**src/rtl/sm83_irq_ctrl.sv**
```systemverilog
// sm83 interrupt controller: IF/IE registers with rising-edge capture,
// IME master enable with the one-instruction EI delay, fixed-priority
// arbitration, registered dispatch vector and HALT wake-up.
module sm83_irq_ctrl #(
  parameter int          N_IRQ     = 5,
  parameter logic [15:0] VEC_BASE  = 16'h0040,
  parameter int          VEC_SHIFT = 3,
  parameter logic [15:0] IF_ADDR   = 16'hFF0F,
  parameter logic [15:0] IE_ADDR   = 16'hFFFF
) (
  input  logic             clk,
  input  logic             rst,
  input  logic             ce,
  input  logic [N_IRQ-1:0] irq_in,
  input  logic [15:0]      addr,
  input  logic             write,
  input  logic [7:0]       d_in,
  output logic [7:0]       rd_data,
  output logic             sel,
  input  logic             instr_done,
  input  logic             ei,
  input  logic             di,
  input  logic             reti,
  output logic             int_req,
  input  logic             int_ack,
  output logic [15:0]      vector,
  output logic             ime,
  output logic             wake
);

  typedef enum logic [1:0] {
    ST_OFF   = 2'd0,
    ST_ARMED = 2'd1,
    ST_ON    = 2'd2
  } ime_state_t;

  ime_state_t       r_state;
  logic             r_ime;
  logic [N_IRQ-1:0] r_irq_q;
  logic [N_IRQ-1:0] r_if;
  logic [7:0]       r_ie;
  logic [15:0]      r_vector;

  logic             w_if_hit;
  logic             w_ie_hit;
  logic             w_if_wr;
  logic             w_ie_wr;
  logic [N_IRQ-1:0] w_edge;
  logic [N_IRQ-1:0] w_pend;
  logic             w_any;
  logic [2:0]       w_win_idx;
  logic [N_IRQ-1:0] w_win_oh;
  logic [N_IRQ-1:0] w_if_nxt;
  logic [7:0]       w_if_rd;
  logic [15:0]      w_vec;

  assign w_if_hit = (addr == IF_ADDR);
  assign w_ie_hit = (addr == IE_ADDR);
  assign w_if_wr  = write & w_if_hit;
  assign w_ie_wr  = write & w_ie_hit;
  assign w_edge   = irq_in & ~r_irq_q;
  assign w_pend   = r_ie[N_IRQ-1:0] & r_if;
  assign w_any    = |w_pend;
  assign w_vec    = VEC_BASE + (16'(w_win_idx) << VEC_SHIFT);

  assign sel     = w_if_hit | w_ie_hit;
  assign wake    = w_any;
  assign int_req = r_ime & w_any;
  assign ime     = r_ime;
  assign vector  = r_vector;

  // Lowest pending index wins: scan high to low so the last hit is the lowest.
  always_comb begin
    w_win_idx = 3'd0;
    w_win_oh  = '0;
    for (int i = N_IRQ - 1; i >= 0; i--) begin
      if (w_pend[i]) begin
        w_win_idx   = 3'(i);
        w_win_oh    = '0;
        w_win_oh[i] = 1'b1;
      end
    end
  end

  // Next IF: CPU write or hold, clear the dispatched bit, then OR in new edges
  // so an edge is never lost to a same-cycle write or acknowledge.
  always_comb begin
    w_if_nxt = w_if_wr ? d_in[N_IRQ-1:0] : r_if;
    if (int_ack && w_any) begin
      w_if_nxt = w_if_nxt & ~w_win_oh;
    end
    w_if_nxt = w_if_nxt | w_edge;
  end

  // Register read mux; unimplemented IF bits and unmapped addresses read as 1.
  always_comb begin
    w_if_rd              = 8'hFF;
    w_if_rd[N_IRQ-1:0]   = r_if;
    rd_data              = 8'hFF;
    if (w_if_hit) begin
      rd_data = w_if_rd;
    end else if (w_ie_hit) begin
      rd_data = r_ie;
    end
  end

  // Request sampling, IF/IE registers and the dispatch vector.
  always_ff @(posedge clk or negedge rst) begin
    if (!rst) begin
      r_irq_q  <= '0;
      r_if     <= '0;
      r_ie     <= 8'h00;
      r_vector <= 16'h0000;
    end else if (ce) begin
      r_irq_q <= irq_in;
      r_if    <= w_if_nxt;
      if (w_ie_wr) begin
        r_ie <= d_in;
      end
      if (int_ack) begin
        r_vector <= w_any ? w_vec : 16'h0000;
      end
    end
  end

  // IME state machine; acknowledge and DI override EI/RETI, RETI enables at once.
  always_ff @(posedge clk or negedge rst) begin
    if (!rst) begin
      r_state <= ST_OFF;
      r_ime   <= 1'b0;
    end else if (ce) begin
      if (int_ack || di) begin
        r_state <= ST_OFF;
        r_ime   <= 1'b0;
      end else if (reti) begin
        r_state <= ST_ON;
        r_ime   <= 1'b1;
      end else begin
        case (r_state)
          ST_OFF: begin
            if (ei) begin
              r_state <= ST_ARMED;
              r_ime   <= 1'b0;
            end
          end
          ST_ARMED: begin
            if (instr_done && !ei) begin
              r_state <= ST_ON;
              r_ime   <= 1'b1;
            end
          end
          default: begin
            r_state <= r_state;
            r_ime   <= r_ime;
          end
        endcase
      end
    end
  end

endmodule
```
**config.mk**
```make
export PLATFORM = sky130hd
export DESIGN_NAME = sm83_irq_ctrl
export DESIGN_NICKNAME = d
export VERILOG_FILES = /design/src/rtl/sm83_irq_ctrl.sv
export SDC_FILE = /design/constraint.sdc
export NUM_CORES = 1
export LEC_CHECK = 0
export ABC_CLOCK_PERIOD_IN_PS = 2850
export CAP_MARGIN = 10
export CORE_ASPECT_RATIO = 1.2
export CORE_UTILIZATION = 35
export DETAILED_ROUTE_END_ITERATION = 10
export PLACE_DENSITY = 0.67
export REMOVE_ABC_BUFFERS = 1
export SETUP_SLACK_MARGIN = 0.4
export SYNTH_ARGS = -nofsm -noshare
export SYNTH_HDL_FRONTEND = slang
export SYNTH_SLANG_ARGS = --single-unit
```
**constraint.sdc**
```tcl
create_clock -name clk -period 2.85 [get_ports clk]
set_input_delay 0.57 -clock clk [delete_from_list [all_inputs] [get_ports clk]]
set_output_delay 0.57 -clock clk [all_outputs]
set_load 0.02 [all_outputs]
```
==> run_results.csv, run 1 <==
group,metric,value,unit
clock_network,cts_tree,"yes",
global_route,grt_max_degree,25,
run,max_cap_viol_count,0,
synthesis,synth_area_per_cell,9.92,sq um
clock_network,clk_latency,270,ps
clock_network,hold_buffers,0,
floorplanning,coreArea,3910,sq um
timing,max_freq,373,MHz
final_layout,most-common-layout-cells,"clkdlybuf4s50_1 (26), dfrtp_1 (24), buf_4 (17), nand2_1 (16)",
final_layout,fillers,368,
critical_path,setup.worst_path.end,"rd_data[0]",
route,drc,0,
clock_network,cts_buffer_depth,2,
final_layout,areaGrowthSynthToFinish,52.0,%
critical_path,rr_worst_depth,5,
power_and_ir_drop,power_density,329,nW/um^2
timing,setup_tns,0,ps
floorplanning,start_util,36.3,%
timing,setup_viol_count_final,0,
timing,final_max_slew_viol_count,0,
min_path,hp-start,"vector[4]$_DFFE_PN0P_",
final_layout,fin_nets,250,
timing,fin_skew,3.04,ps
synthesis,syn_area,1420,sq um
floorplanning,io_pins,66,
power_and_ir_drop,vdd.ir_drop.worst,0.165,mV
timing,rsz0062_at_grt,"yes",
global_route,gr-usage-met1,18.7,%
synthesis,async_flop_share,100,%
floorplanning,die_h,71.7,um
synthesis,synth-seq-area-share,42.3,%
timing,hold_viol,0,
route,viasPerCell,5.03,
clock_network,cts_buffers,3,
outcome,outcome,"finished clean",
synthesis,syn-instance-count,143,
synthesis,synth-edff-count,0,
power_and_ir_drop,switching_share,24.5,%
global_route,grt_pass1_wl,5.73,mm
critical_path,critical_path_arrival,2110,ps
synthesis,netlist-cell-type-count,38,
route,wirelength,3.55,mm
critical_path,startpoint,"addr[7]",
place,gp_congestion,0.845,
critical_path,regToRegStartpoint,"r_ie[1]$_DFFE_PN0P_",
final_layout,regArea,601,sq um
global_route,antenna_found_initial,0,
timing,period_minus_slack,2680,ps
clock_network,cts_htree_levels,1,
power_and_ir_drop,p_int,0.535,mW
place,hpwl,2.67,mm
timing,timing.hold.ws,484,ps
clock_network,cts-root-buf,"clkbuf_8",
power_and_ir_drop,pwr-share-clk,33.3,%
route,final_antenna_net_count,0,
place,pre_cts_ws,-571,ps
power_and_ir_drop,seq_power_share,50.1,%
timing,post-route-worst-setup-slack,167,ps
route,wl_per_cell,13.4,um
floorplanning,fp.dieW,60.1,um
clock_network,cts.sinks,24,
min_path,min_delay_path_depth,2,
global_route,grt-busiest-layer,"met2",
critical_path,critical_path_class,"in2out",
critical_path,worstReg2RegEnd,"r_if[4]$_DFFE_PN0P_",
critical_path,crit_fanout,6,
floorplanning,die_area,4310,sq um
power_and_ir_drop,power,0.709,mW
place,portBuffers,53,
route,vias,1333,
critical_path,reg2reg_slack,1410,ps
synthesis,synth-seq-cells,24,
power_and_ir_drop,switchingPower,0.174,mW
synthesis,synth_warnings,0,
route,drt_iter0_markers,37,
global_route,grt_util_all_layers,17.5,%
min_path,hp-class,"reg2reg",
final_layout,multi_input_area,773,sq um
floorplanning,num_rows,25,
global_route,grt_util_met3,3.79,%
final_layout,drive_above_1_share,28.0,%
timing,fin_crit_sh,94.1,%
final_layout,n_antenna_cell,0,
route,dr.pass1.iters,4,
critical_path,critPathLaunchType,"primary input",
critical_path,required,2280,ps
global_route,grt_overflow,0,
clock_network,cts.clk_slew.worst_paths,80,ps
final_layout,final_common_cell,"clkdlybuf4s50_1",
global_route,grt_use_met2,32.6,%
global_route,grt_pass1_vias,1309,
critical_path,setup.worst_path.end_class,"output port",
power_and_ir_drop,p_leak,0.947,nW
power_and_ir_drop,p_comb_share,16.6,%
synthesis,ys.flop_type,"dfrtp_1",
-- worst min path at each step --
stage / end / slack [ps]
after detailed placement: vector[4]$_DFFE_PN0P_ / 470
after floorplan: r_ie[0]$_DFFE_PN0P_ / 270
after global placement: r_state[0]$_DFFE_PN0P_ / 460
after CTS: vector[6]$_DFFE_PN0P_ / 490
final: vector[4]$_DFFE_PN0P_ / 480
after global routing: vector[3]$_DFFE_PN0P_ / 520
-- through the flow --
stage	area [sq um]	cells	utilization, %
floorplan	1350	138	-
global placement	2010	254	51.5
detailed placement	2010	254	51.5
CTS	2140	265	54.6
global route	2160	265	55.2
finish	2160	265	55.2
-- registers in the layout (all words and copies together), names as in the netlist --
register	flops
r_state	2
r_if	5
r_irq_q	5
r_ie	8
vector	4
-- layout make-up --
type                            instances  share of cell area (%)
Timing Repair Buffer                   69                    29.8
Multi-Input combinational cell        109                    35.8
Inverter                                5                   0.870
Sequential cell                        24                    27.8
Clock buffer                            4                    2.55
Tap cell                               54                    3.13
-- worst max-delay path, cell delays in order --
cell    delay (ps)
buf_6           90
or4_4          520
or4_4          430
buf_6          150
o22a_1         220
buf_6          130
-- Yosys cell counts (3+ instances only) --
| cell type | instances | area, sq um |
|---|---|---|
| or2_2 | 3 | 18.8 |
| mux2_2 | 12 | 135 |
| nand4_1 | 6 | 37.5 |
| dfrtp_1 | 24 | 601 |
| o21ai_0 | 5 | 25.0 |
| nor2b_1 | 4 | 25.0 |
| nand2_1 | 17 | 63.8 |
| or4_1 | 3 | 22.5 |
| o22a_1 | 3 | 26.3 |
| nand3_1 | 4 | 20.0 |
| nor2_1 | 3 | 11.3 |
| o211ai_1 | 9 | 67.6 |
| a21oi_1 | 4 | 20.0 |
| inv_1 | 5 | 18.8 |
| o21a_1 | 3 | 22.5 |
| buf_4 | 12 | 90.1 |
-- cells by family after synthesis --
group | Yosys count | synth area share [%]
simple gates | 49 | 19.5
compound gates | 33 | 16.8
flops | 24 | 42.3
buf+inv | 21 | 9.35
mux | 15 | 11.7
other cells | 1 | 0.264
-- timing repair --
item	in CTS	in global routing
setup endpoints to repair	14	10
pin swaps	9	3
gates resized for setup	92	7
buffers inserted	7	0
-- power groups by stage --
stage               Clock [mW]  Combinational [mW]  Sequential (mW)
global route             0.255               0.128            0.356
global placement             0               0.120            0.361
floorplan                    0              0.0423            0.362
detailed placement           0               0.122            0.362
CTS                      0.245               0.118            0.355
finish                   0.236               0.118            0.355
-- routing by layer --
metal | wire length, um | share of wire, %
met3 | 293 | 8.2
met1 | 1380 | 39
met2 | 1830 | 52
met4 | 50 | 1.4
met5 | 0 | 0
Power figures use the tool's default switching activity.
==> run 2: changes to the inputs <==
--- a/config.mk
+++ b/config.mk
@@ -16,3 +16,4 @@
 export SYNTH_ARGS = -nofsm -noshare
 export SYNTH_HDL_FRONTEND = slang
 export SYNTH_SLANG_ARGS = --single-unit
+export TNS_END_PERCENT = 5
==> run_results.csv, run 2 (same netlist as run 1, synthesis figures left out) <==
group,metric,value,unit
outcome,outcome,"finished clean",
power_and_ir_drop,seq_power_share,50.2,%
route,final_antenna_net_count,0,
route,drc,0,
critical_path,rr_worst_depth,4,
critical_path,cp_cell_sequence,"buf_2 -> or4_4 -> or4_4 -> buf_6 -> o22a_1 -> buf_2",
clock_network,cts_tree,"yes",
final_layout,final_common_cell,"clkdlybuf4s50_1",
critical_path,cp_slowest_cell,"or4_4",
route,dr.pass1.iters,4,
global_route,antenna_found_initial,0,
final_layout,largest_reg_flops,8,
power_and_ir_drop,power_density,340,nW/um^2
place,placed_area,2010,sq um
timing,max_freq,373,MHz
critical_path,crit_family,"simple AND/OR/NAND/NOR gates",
route,drt_iter0_markers,53,
clock_network,cts.clk_slew.worst_paths,80,ps
critical_path,cp.buffers_inverters,3,
global_route,grt_pass1_vias,1316,
floorplanning,io_pins,66,
power_and_ir_drop,switchingPower,0.173,mW
place,pre_cts_ws,-571,ps
timing,fin_skew,2.38,ps
final_layout,drive_above_1_share,25.5,%
critical_path,critical_path_class,"in2out",
critical_path,setup.worst_path.end_class,"output port",
final_layout,top_register,"r_ie",
timing,rsz0062_at_grt,"yes",
clock_network,cts_buffers,3,
global_route,grt_pass1_wl,5.68,mm
global_route,grt_max_degree,25,
timing,final_max_slew_viol_count,0,
critical_path,crit_path_max_incr_delay,510,ps
route,wirelength,3.51,mm
power_and_ir_drop,p_int,0.533,mW
clock_network,clk_latency,270,ps
timing,fin_crit_sh,94.1,%
clock_network,cts-root-buf,"clkbuf_8",
critical_path,cp_num_cells,6,
critical_path,critPathLaunchType,"primary input",
final_layout,areaGrowthSynthToFinish,46.6,%
route,vias,1313,
floorplanning,fp.dieW,60.1,um
clock_network,cts_buffer_depth,2,
final_layout,largestRegisters,"r_ie x8, r_if x5, r_irq_q x5",
global_route,grt_util_all_layers,17.3,%
final_layout,fillers,382,
place,portBuffers,53,
final_layout,fin_nets,247,
route,wl_per_cell,13.4,um
place,gp_congestion,0.845,
final_layout,n_antenna_cell,0,
floorplanning,start_util,36.3,%
final_layout,finalNonFillerCells,262,
power_and_ir_drop,pwr-share-clk,33.3,%
run,max_cap_viol_count,0,
global_route,grt_overflow,0,
place,hpwl,2.67,mm
power_and_ir_drop,vdd.ir_drop.worst,0.165,mV
timing,hold_viol,0,
power_and_ir_drop,p_leak,0.891,nW
clock_network,cts.sinks,24,
route,viasPerCell,5.01,
timing,post-route-worst-setup-slack,168,ps
timing,period_minus_slack,2680,ps
floorplanning,die_h,71.7,um
floorplanning,die_area,4310,sq um
min_path,hp-class,"reg2reg",
place,place_inst,254,
clock_network,cts_htree_levels,1,
final_layout,finish.instance_area,2080,sq um
power_and_ir_drop,p_comb_share,16.5,%
final_layout,most-common-layout-cells,"clkdlybuf4s50_1 (28), dfrtp_1 (24), nand2_1 (17)",
min_path,min_delay_path_depth,2,
critical_path,critical_path_arrival,2110,ps
critical_path,required,2280,ps
critical_path,crit_fanout,6,
floorplanning,coreArea,3910,sq um
power_and_ir_drop,switching_share,24.5,%
timing,setup_viol_count_final,0,
floorplanning,num_rows,25,
[run 2: metrics by stage]
step                total power [mW]  setup TNS (ps)  hold WS (ps)  utilization [%]
detailed placement             0.484           -3950           470             51.5
CTS                            0.717               0           490             52.8
global placement               0.481           -3840           459             51.5
floorplan                      0.404               0           274                -
global route                   0.738               0           522             53.2
finish                         0.707               0           484             53.2
[run 2: timing repair]
action / in CTS / in global routing
setup endpoints to repair: 14 / 11
gates resized for setup: 71 / 3
setup buffers: 4 / 0
pin swaps: 7 / 2
hold buffers: 0 / 0
[run 2: final cells by class]
class | count | area, sq um | share of cell area, %
multi-input combinational | 109 | 752 | 36.2
sequential | 24 | 601 | 28.9
tap | 54 | 67.6 | 3.25
clock buffer | 4 | 55.1 | 2.65
inverter | 5 | 18.8 | 0.903
timing repair buffer | 66 | 586 | 28.2
[run 2: path summary, 6_finish.rpt]
check                                             end  slack, ps                   from
min in group asynchronous         r_ie[3]$_DFFE_PN0P_        660                    rst
max in group asynchronous         r_ie[2]$_DFFE_PN0P_       1960                    rst
worst max register to register    r_if[4]$_DFFE_PN0P_       1460    r_ie[1]$_DFFE_PN0P_
worst min register to register  vector[4]$_DFFE_PN0P_        480  vector[4]$_DFFE_PN0P_
worst max-delay path                       rd_data[0]        170                addr[5]
worst min-delay path            vector[4]$_DFFE_PN0P_        480  vector[4]$_DFFE_PN0P_
[run 2: per-layer routing]
layer  global-route usage (%)  wire, um  vias up
met1                     18.8      1420      619
li1                         -         -      631
met2                     31.9      1780       56
met3                     3.43       244        7
met4                     6.20        64        0
met5                        0         0        -
[run 2: worst register-to-register path, stage by stage, from the launching register on]
cell and delay, ps:
dfrtp_1 450, a22oi_2 290, nand2_1 160, o32ai_1 290, nor3_1 90
[run 2: power by group through the flow]
stage / registers (mW) / clock network [mW] / logic, mW
after global routing: 0.356 / 0.255 / 0.127
after floorplan: 0.362 / 0 / 0.0423
after detailed placement: 0.362 / 0 / 0.122
after global placement: 0.361 / 0 / 0.120
final: 0.355 / 0.235 / 0.116
after CTS: 0.355 / 0.245 / 0.117
==> run 3: changes to the inputs <==
--- a/config.mk
+++ b/config.mk
@@ -5,7 +5,6 @@
 export SDC_FILE = /design/constraint.sdc
 export NUM_CORES = 1
 export LEC_CHECK = 0
-export ABC_CLOCK_PERIOD_IN_PS = 2850
 export CAP_MARGIN = 10
 export CORE_ASPECT_RATIO = 1.2
 export CORE_UTILIZATION = 35
==> constraint.sdc (replaced) <==
create_clock -name clk -period 2.95 [get_ports clk]
set_input_delay 0.59 -clock clk [delete_from_list [all_inputs] [get_ports clk]]
set_output_delay 0.59 -clock clk [all_outputs]
set_load 0.02 [all_outputs]
==> run_results.csv, run 3 (same netlist as run 1, synthesis figures left out) <==
group,metric,value,unit
timing,rsz0062_at_grt,"yes",
power_and_ir_drop,vdd.ir_drop.worst,0.159,mV
final_layout,fin_nets,247,
final_layout,areaGrowthSynthToFinish,46.3,%
final_layout,most-common-layout-cells,"clkdlybuf4s50_1 (28), dfrtp_1 (24), nand2_1 (17)",
critical_path,critPathLaunchType,"primary input",
route,final_antenna_net_count,0,
timing,fin_skew,2.40,ps
timing,timing.hold.ws,484,ps
outcome,outcome,"finished clean",
timing,hold_viol,0,
power_and_ir_drop,power_density,329,nW/um^2
global_route,grt_pass1_wl,5.68,mm
floorplanning,num_rows,25,
timing,post-route-worst-setup-slack,226,ps
floorplanning,die_area,4310,sq um
min_path,hp-class,"reg2reg",
floorplanning,die_h,71.7,um
final_layout,top_register,"r_ie",
timing,max_freq,367,MHz
timing,setup_viol_count_final,0,
global_route,grt_util_all_layers,17.3,%
timing,setup_tns,0,ps
critical_path,crit_fanout,6,
clock_network,cts.clk_slew.worst_paths,80,ps
route,wirelength,3.47,mm
final_layout,finish.instance_area,2080,sq um
route,viasPerCell,4.99,
clock_network,clk_latency,270,ps
critical_path,critical_path_arrival,2130,ps
final_layout,final_common_cell,"clkdlybuf4s50_1",
floorplanning,fp.dieW,60.1,um
final_layout,regArea,601,sq um
route,vias,1308,
place,placed_area,2010,sq um
global_route,grt_pass1_vias,1316,
power_and_ir_drop,p_leak,0.890,nW
global_route,grt_overflow,0,
final_layout,n_antenna_cell,0,
critical_path,cp_cell_sequence,"buf_2 -> or4_4 -> or4_4 -> buf_6 -> o22a_1 -> buf_6",
clock_network,cts_buffer_depth,2,
critical_path,critical_path_class,"in2out",
global_route,antenna_found_initial,0,
final_layout,fillers,380,
clock_network,cts.sinks,24,
critical_path,crit_path_max_incr_delay,510,ps
timing,period_minus_slack,2720,ps
floorplanning,start_util,36.3,%
floorplanning,coreArea,3910,sq um
place,gp_congestion,0.845,
route,drc,0,
critical_path,required,2360,ps
critical_path,setup.worst_path.end_class,"output port",
timing,final_max_slew_viol_count,0,
route,dr.pass1.iters,4,
clock_network,cts_buffers,3,
final_layout,largest_reg_flops,8,
run,max_cap_viol_count,0,
route,drt_iter0_markers,57,
clock_network,cts-root-buf,"clkbuf_8",
global_route,grt_max_degree,25,
timing,fin_crit_sh,92.4,%
final_layout,largestRegisters,"r_ie x8, r_if x5, r_irq_q x5",
critical_path,cp_slowest_cell,"or4_4",
floorplanning,io_pins,66,
final_layout,multi_input_area,748,sq um
final_layout,drive_above_1_share,25.0,%
route,wl_per_cell,13.2,um
clock_network,cts_tree,"yes",
place,hpwl,2.67,mm
place,pre_cts_ws,-511,ps
place,portBuffers,53,
clock_network,cts_htree_levels,1,
run 3: changes by cell type in the layout (fill, tap and decap cells not counted):
cell | before | now
a21oi_1 | 3 | 4
a21oi_2 | 1 | 0
run 3: path summary, 6_finish.rpt:
path,from,to,slack (ps),depth (start not counted)
worst max-delay path,addr[5],rd_data[4],230,6
worst min-delay path,vector[4]$_DFFE_PN0P_,vector[4]$_DFFE_PN0P_,480,2
worst max register to register,r_ie[1]$_DFFE_PN0P_,r_if[4]$_DFFE_PN0P_,1550,4
worst min register to register,vector[4]$_DFFE_PN0P_,vector[4]$_DFFE_PN0P_,480,2
max in group asynchronous,rst,r_ie[2]$_DFFE_PN0P_,2040,2
min in group asynchronous,rst,r_ie[3]$_DFFE_PN0P_,680,2
run 3: what timing repair did:
| action | CTS | global route |
|---|---|---|
| hold buffers | 0 | 0 |
| endpoints found under the setup margin | 11 | 11 |
| pin swaps | 7 | 2 |
| buffers inserted | 4 | 0 |
| endpoints found under the hold margin | 0 | 0 |
| gates resized for setup | 71 | 2 |
run 3: critical path: cells and delay by family:
family / cells / cell delay (ps)
AOI/OAI and AO/OA: 1 / 210
buffers and inverters: 3 / 400
and+or+nand+nor: 2 / 940
run 3: where the power goes:
group	total (mW)	switching [mW]	internal [mW]
clock network	0.228	0.108	0.120
registers	0.343	0.00536	0.337
logic	0.112	0.0541	0.0583
total	0.683	0.168	0.515
run 3: final cells by class:
class	instances	share of cell area [%]
Multi-Input combinational cell	109	36.0
Inverter	5	0.904
Sequential cell	24	28.9
Clock buffer	4	2.65
Timing Repair Buffer	66	28.2
Tap cell	54	3.25
run 3: metrics by stage:
| stage | utilization (%) | power, mW | instances |
|---|---|---|---|
| after floorplan | - | 0.391 | 138 |
| after global placement | 51.5 | 0.465 | 254 |
| after detailed placement | 51.5 | 0.468 | 254 |
| after CTS | 52.8 | 0.693 | 262 |
| after global routing | 53.1 | 0.713 | 262 |
| final | 53.1 | 0.683 | 262 |
run 3: per-layer routing:
metal	routed length, um	vias up	track usage, %
li1	-	633	-
met1	1380	614	18.8
met2	1780	56	31.9
met3	256	5	3.43
met4	49	0	6.20
met5	0	-	0
